### config.mk
export PLATFORM = sky130hd
export DESIGN_NAME = rv_iopmp_entry_reader
export DESIGN_NICKNAME = d
export VERILOG_FILES = /design/src/rtl/rv_iopmp_entry_reader.sv
export SDC_FILE = /design/constraint.sdc
export NUM_CORES = 1
export LEC_CHECK = 0
export ABC_AREA = 1
export CELL_PAD_IN_SITES_DETAIL_PLACEMENT = 0
export CELL_PAD_IN_SITES_GLOBAL_PLACEMENT = 1
export CORE_MARGIN = 1.5
export CORE_UTILIZATION = 36
export CTS_BUF_LIST = sky130_fd_sc_hd__clkbuf_2
export DETAILED_ROUTE_END_ITERATION = 7
export GPL_TIMING_DRIVEN = 0
export PLACE_DENSITY = 0.86
export SYNTH_ARGS = -nofsm -noshare
export SYNTH_HDL_FRONTEND = slang
export SYNTH_SLANG_ARGS = --single-unit
### constraint.sdc
create_clock -name clk_i -period 2.05 [get_ports clk_i]
set_input_delay 0.41 -clock clk_i [delete_from_list [all_inputs] [get_ports clk_i]]
set_output_delay 0.41 -clock clk_i [all_outputs]
set_load 0.01 [all_outputs]
### src/rtl/rv_iopmp_entry_reader.sv
// rv_iopmp_entry_reader: walks an inclusive index range of the entry BRAM and streams
// each 128-bit entry out over valid/ready through a 2-deep buffer.
module rv_iopmp_entry_reader #(
    parameter int NUMBER_ENTRIES = 8,
    parameter int IW = $clog2(NUMBER_ENTRIES)
) (
    input  logic          clk_i,
    input  logic          rst_ni,
    input  logic          req_valid_i,
    output logic          req_ready_o,
    input  logic [IW-1:0] req_first_i,
    input  logic [IW-1:0] req_last_i,
    input  logic          abort_i,
    output logic          err_o,
    output logic          entry_valid_o,
    input  logic          entry_ready_i,
    output logic [127:0]  entry_o,
    output logic [IW-1:0] entry_idx_o,
    output logic          entry_last_o,
    output logic          en_bram_o,
    output logic [IW-1:0] addr_bram_o,
    input  logic [127:0]  dout_bram_i
);
    localparam int DW = 128 + IW + 1;
    typedef enum logic [1:0] {IDLE, WALK, DRAIN} state_t;
    state_t state, state_nxt;
    logic [IW-1:0] next_idx, last_idx, addr_q, tag_idx;
    logic tag_last, inflight, err_q, accept, bad, issue, pop, push;
    logic [1:0] count, count_nxt, kept;
    logic [DW-1:0] slot0, slot1;
    assign accept = req_valid_i && req_ready_o;
    assign bad = (req_first_i > req_last_i) || ({1'b0, req_last_i} >= (IW+1)'(NUMBER_ENTRIES));
    assign pop = entry_valid_o && entry_ready_i;
    assign push = inflight && !abort_i;
    assign kept = count - {1'b0, pop};
    assign count_nxt = kept + {1'b0, push};
    // Buffered plus in-flight reads may never exceed the two buffer slots.
    assign issue = (state == WALK) && !abort_i &&
                   (({1'b0, count} + {2'b0, inflight}) < (3'd2 + {2'b0, pop}));
    assign err_o = err_q;
    assign entry_valid_o = count != 2'd0;
    assign entry_o = slot0[DW-1 -: 128];
    assign entry_idx_o = slot0[IW:1];
    assign entry_last_o = slot0[0];

    always_ff @(posedge clk_i) begin
        if (!rst_ni) state <= IDLE;
        else state <= state_nxt;
    end

    always_comb begin
        state_nxt = abort_i ? IDLE :
                    (state == IDLE && accept && !bad) ? WALK :
                    (state == WALK && issue && next_idx == last_idx) ? DRAIN :
                    (state == DRAIN && count_nxt == 2'd0 && !inflight) ? IDLE : state;
    end

    always_comb begin
        req_ready_o = (state == IDLE) && !abort_i;
        en_bram_o = issue;
        addr_bram_o = issue ? next_idx : addr_q;
    end

    always_ff @(posedge clk_i) begin
        if (!rst_ni) begin
            count <= 2'd0;
            inflight <= 1'b0;
            err_q <= 1'b0;
            next_idx <= '0;
            last_idx <= '0;
            addr_q <= '0;
            tag_idx <= '0;
            tag_last <= 1'b0;
            slot0 <= '0;
            slot1 <= '0;
        end else begin
            err_q <= accept && bad;
            inflight <= issue;
            count <= abort_i ? 2'd0 : count_nxt;
            if (accept) begin
                next_idx <= req_first_i;
                last_idx <= req_last_i;
            end
            if (issue) begin
                next_idx <= next_idx + IW'(1);
                addr_q <= next_idx;
                tag_idx <= next_idx;
                tag_last <= next_idx == last_idx;
            end
            if (pop && count == 2'd2) slot0 <= slot1;
            if (push && kept == 2'd0) slot0 <= {dout_bram_i, tag_idx, tag_last};
            if (push && kept != 2'd0) slot1 <= {dout_bram_i, tag_idx, tag_last};
        end
    end
endmodule
# Yosys cells after proc, flatten, opt, wreduce, memory -nomap -nowiden
# Cells that the tools add are included.
dict set report totals {
  ff_bits 283
  in_bits 139
  out_inout_bits 139
  wordCells 62
}
dict set report classes {
  addsub 5
  magnitude_cmp 2
  n_eq_ne 4
  n_mux 8
  n_bitwise 1
  reduce_logical 30
}
# operator count
set ops {}
lappend ops {{two-way mux 132 bit} 2}
lappend ops {{logical AND 1 bit} 16}
lappend ops {{nonzero test 2 bit} 5}
lappend ops {{two-way mux 3 bit} 3}
lappend ops {{logical NOT 2 bit} 3}
lappend ops {{== test 2 bit, second input constant} 2}
lappend ops {{two-way mux 2 bit} 2}
lappend ops {{adder 2 x 1 -> 3 bit} 1}
lappend ops {{adder 2 x 1 -> 3 bit, first input constant} 1}
lappend ops {{adder 3 x 1 -> 3 bit, second input constant} 1}
lappend ops {{== test 3 bit} 1}
lappend ops {{> comparator 3 bit} 1}
lappend ops {{logical NOT 1 bit} 3}
lappend ops {{< comparator 3 bit} 1}
lappend ops {{nonzero test 3 bit} 1}
lappend ops {{OR reduction 3 bit} 1}
lappend ops {{adder 2 x 1 -> 2 bit} 1}
lappend ops {{== test 2 x 1 -> 1 bit, second input constant} 1}
lappend ops {{OR reduction 2 bit} 1}
lappend ops {{subtractor 2 x 1 -> 2 bit} 1}
lappend ops {{two-way mux 1 bit} 1}
lappend ops {{inverter 1 bit} 1}

# Depth between registers and ports, before layout
dict set report depth {
  word_depth 10
  ltp_mapped 13
  ltp_nobuf 11
}

# Worst setup path after synthesis
# No wires, ideal clock.
dict set report synth_path {
  path_type {register to output}
  from {register count[0]}
  to {output port addr_bram_o[0]}
  t_arrival_ns 1.312
  required_ns 1.640
  setup_slack_ns 0.328
  stages_incl_launch_ff 10
  path_buffers 1
  cell_sequence {dfxtp_1 ha_1 ha_1 nor2_1 nand2_1 inv_1 nand2_1 buf_4 nand2_1 nand2_1}
}
dict set report synth_via {
  elab_chain_len 6
  elab_cells_between_ends 7
  classes_between {add/sub (2); order compare (1); mux (1); reduce/logical (3)}
}
# item line_no
set synth_rtl {}
lappend synth_rtl {{start, declared} 29} ;# logic [1:0] count, count_nxt, kept;
lappend synth_rtl {{start signal, assigned} 79} ;# count <= abort_i ? 2'd0 : count_nxt;
lappend synth_rtl {{nonzero test 2 bit} 41} ;# assign entry_valid_o = count != 2'd0;
lappend synth_rtl {{logical AND 1 bit} 33} ;# assign pop = entry_valid_o && entry_ready_i;
lappend synth_rtl {{adder 2 x 1 -> 3 bit} 39} ;# (({1'b0, count} + {2'b0, inflight}) < (3'd2 + {2'b0, pop}));
lappend synth_rtl {{< comparator 3 bit *} 39}
lappend synth_rtl {{logical AND 1 bit *} 38} ;# assign issue = (state == WALK) && !abort_i &&
lappend synth_rtl {{two-way mux 3 bit *} --}
lappend synth_rtl {{end, declared} 21} ;# output logic [IW-1:0] addr_bram_o,
# Mark *: on every way between the ends. The rest lies on a longest branch, timed or not.

# Worst setup path after layout
dict set report layout_path {
  from {register count[0]}
  to {output port addr_bram_o[1]}
}
# The elaborated chain is that of the path after synthesis.

==> results.tsv <==
metric	value	unit
outcome	finished with violations	
failing checks	setup timing	
Worst-path clk slew	0.09	ns
RSZ-0062 raised after global routing	true	
asr flop ratio synth	0	%
Post-synth top cells	533 x nor2_1, 344 x o21ai_0, 283 x dfxtp_1	
CP Max Fanout	3	
Port Buffer Count	276	
Max-Cap Viols	0	
share of layout cells above drive strength 1	13.39	%
Crit path max-delay family	flip-flops	
combinational family with the most area after synthesis	simple AND/OR/NAND/NOR gates	
P&R area growth vs syn	36.53	%
R2R setup slack	0.04	ns
Max Buffers Root-to-Sink	3	
FF+latch count, synth	283	
skew final	0.06026	ns
Post-Syn Nets	1848	
Mapped Area	11890	sq um
syn_area_per_cell	6.992	sq um
I/O pins	278	
Final Hold Viols	0	
overall routing resource usage	21.14	%
Least-Margin Pin Slew	0.7936	ns
Cell Pwr Density	621.8	nW/um^2
root buffer cell	clkbuf_2	
largest net degree at the start of global routing	12	
final slew viol count	0	
CTS Buf Count	78	
first-pass GRT wire length	57280	microns
CORE AREA	32540	sq um
final setup fails	4	
placed insts	2419	
fmax	0.3879	GHz
Synth Flop Type	dfxtp_1	
Crit-path slowest cell	dfxtp_2	
clk_lat worst skew	0.83	ns
Tmin final	2.578	ns
mux cell area share after synthesis	0	%
top post-synthesis cells by area	dfxtp_1 48%, nor2_1 17%, o21ai_0 14%	
Layout Nets	2232	
Switching Fraction	26.46	%
Worst Setup End Kind	output pin	
Syn. warnings	0	
Place WS	-0.6565	ns
Hold Path Class	in -> reg	
clock sinks	283	
Tcrit/Tclk final	125.8	%
routed len/inst	14.39	microns
top-count cell post-synth	nor2_1	
full die area	34130	sq um
CP arrival	2.17	ns
Worst VDD drop	0.0003664	V
critical path's largest stage delay	0.35	ns
register area share after synthesis	47.64	%
row count	66	
P_int	0.007424	W
simple-gate share of the synthesized area	23.28	%
Initial Util	36.55	%
DP Wirelength	24910	microns
combinational cell fraction of total power	6.6	%
Mapped Cells	1701	
final WL	37060	microns
CP Class	reg -> out	
Post-route DRC	0	
DIE HEIGHT	184.8	microns
GP Congestion	0.8354	
post-synthesis xor/xnor area fraction	0.2946	%
Compound-Gate Fraction of Synth Area	17.66	%
Post-DRT Antenna Nets	0	
Via density	4.669	
Vias	12030	
critical-path cell list	ha_4 -> ha_4 -> nor2_4 -> nand2_2 -> inv_2 -> nand2_4 -> buf_6 -> nand2_4 -> nand2_2 -> buf_6	
NetSw	0.002671	W
area leader, netlist	dfxtp_1	
number of synthesized flops with an enable pin	0	
Post-Synth Adder-Cell Area	0.8417	%
Multi-input gate area	5155	sq um
DR pass1 iterations	6	
top-area cell type share of the netlist area	47.64	%
sequential cell area	5674	sq um
Max-slew headroom	47.09	%
Worst Path Buf+Inv	3	
Static Leakage	7.083	nW
Die Wd	184.8	microns
vias in the first global route	11470	
initial antenna violation count	5	
Final Instance Area	16240	sq um
Final Non-Filler Cells	2576	
Distinct cells, synth	28	
initial DRC count	597	
Setup crit start kind	flop	
Clock power frac	38.5	%
CTS tree	done	
CP required	1.64	ns
final setup margin	-0.5280	ns
fillers	3315	
Sequential Power Share	54.9	%
htree depth	3	
post-placement cell area	15210	sq um
total grt overflow	0	
path summary, 6_finish.rpt:
| kind | startpoint | end | cells past startpoint |
|---|---|---|---|
| max | count[0] | addr_bram_o[1] | 10 |
| min | dout_bram_i[102] | slot0[106] | 3 |
| max reg2reg | count[0] | slot0[28] | 12 |
| min reg2reg | last_idx[0] | last_idx[0] | 2 |
metal layers:
layer  vias to the layer above  GRT usage, %  share of wire (%)
li1                       6161             -                  -
met1                      5428         26.77                 45
met2                       367         34.22                 46
met3                        70         4.762                6.1
met4                         2         9.659                2.7
met5                         -             0              0.035
sequential cells by signal, summed over array words and instances, names as in the netlist:
name / flops
tag_last: 1
inflight: 1
slot1: 132
last_idx: 3
next_idx: 3
slot0: 132
tag_idx: 3
err_o: 1
addr_q: 3
state: 2
count: 2
power groups by stage:
| stage | sequential [W] | combinational [W] | clock, W |
|---|---|---|---|
| finish | 0.00554 | 0.000666 | 0.00389 |
| global route | 0.00555 | 0.000723 | 0.00433 |
| CTS | 0.00554 | 0.000660 | 0.00405 |
| detailed placement | 0.00567 | 0.000659 | 0 |
| global placement | 0.00567 | 0.000657 | 0 |
| floorplan | 0.00568 | 0.000206 | 0 |
metrics by stage:
stage | setup TNS, ns | power, W | util [%] | hold WS (ns)
after floorplan | 0 | 0.005882 | - | 0.4508
after global routing | -5.140 | 0.01060 | 49.88 | 0.05352
after detailed placement | -111.89 | 0.006330 | 46.74 | 0.4690
after global placement | -98.63 | 0.006328 | 46.74 | 0.4612
after CTS | -3.277 | 0.01025 | 49.13 | 0.05112
final | -2.046 | 0.01010 | 49.90 | 0.1656
kinds of logic (layout without fill, tap and decap cells):
kind of cell,Yosys count,count (layout)
AND/OR/NAND/NOR,721,721
buffers and inverters,266,694
adder cells (fa/ha/maj),8,8
other,0,5
AO/OA/AOI/OAI,419,419
XOR/XNOR,4,4
flip-flops,283,283
placed cells by master, fill, tap and decap left out, types with 4 or more instances in the layout:
| cell type | n |
|---|---|
| clkbuf_2 | 124 |
| clkdlybuf4s50_1 | 137 |
| inv_1 | 142 |
| ha_1 | 5 |
| dfxtp_2 | 7 |
| nand2_4 | 6 |
| buf_6 | 23 |
| nand2_2 | 9 |
| buf_12 | 4 |
| o21ai_1 | 69 |
| buf_2 | 34 |
| o21ai_0 | 329 |
| nand2_1 | 156 |
| clkbuf_1 | 31 |
| nand3_1 | 6 |
| buf_4 | 40 |
| a21oi_1 | 15 |
| dlygate4sd2_1 | 130 |
| dfxtp_1 | 276 |
| nor2_1 | 527 |
| nor2_2 | 5 |
| clkinv_1 | 9 |
| diode_2 | 5 |
timing repair:
item / CTS / global route
gates cloned: 0 / 2
pin swaps: 6 / 9
resized for setup: 202 / 84
hold endpoints to repair: 2 / 0
setup buffers: 23 / 10
hold buffers: 1 / 0
setup endpoints to repair: 155 / 216
tightest hold or removal path, stage by stage:
cell and delay (ns):
clkdlybuf4s50_1 0.41, nor2_1 0.10, nor2_1 0.05
area by class of cell:
cell class                      instances  share of cell area (%)
Antenna cell                            5                 0.07706
Buffer                                116                   4.600
Clock buffer                          111                   3.421
Clock inverter                         13                  0.5471
Inverter                              149                   3.568
Multi-Input combinational cell       1152                   31.75
Sequential cell                       283                   34.95
Tap cell                              442                   3.406
Timing Repair Buffer                  305                   17.69
Note: power is estimated with default switching activity, not from simulation.
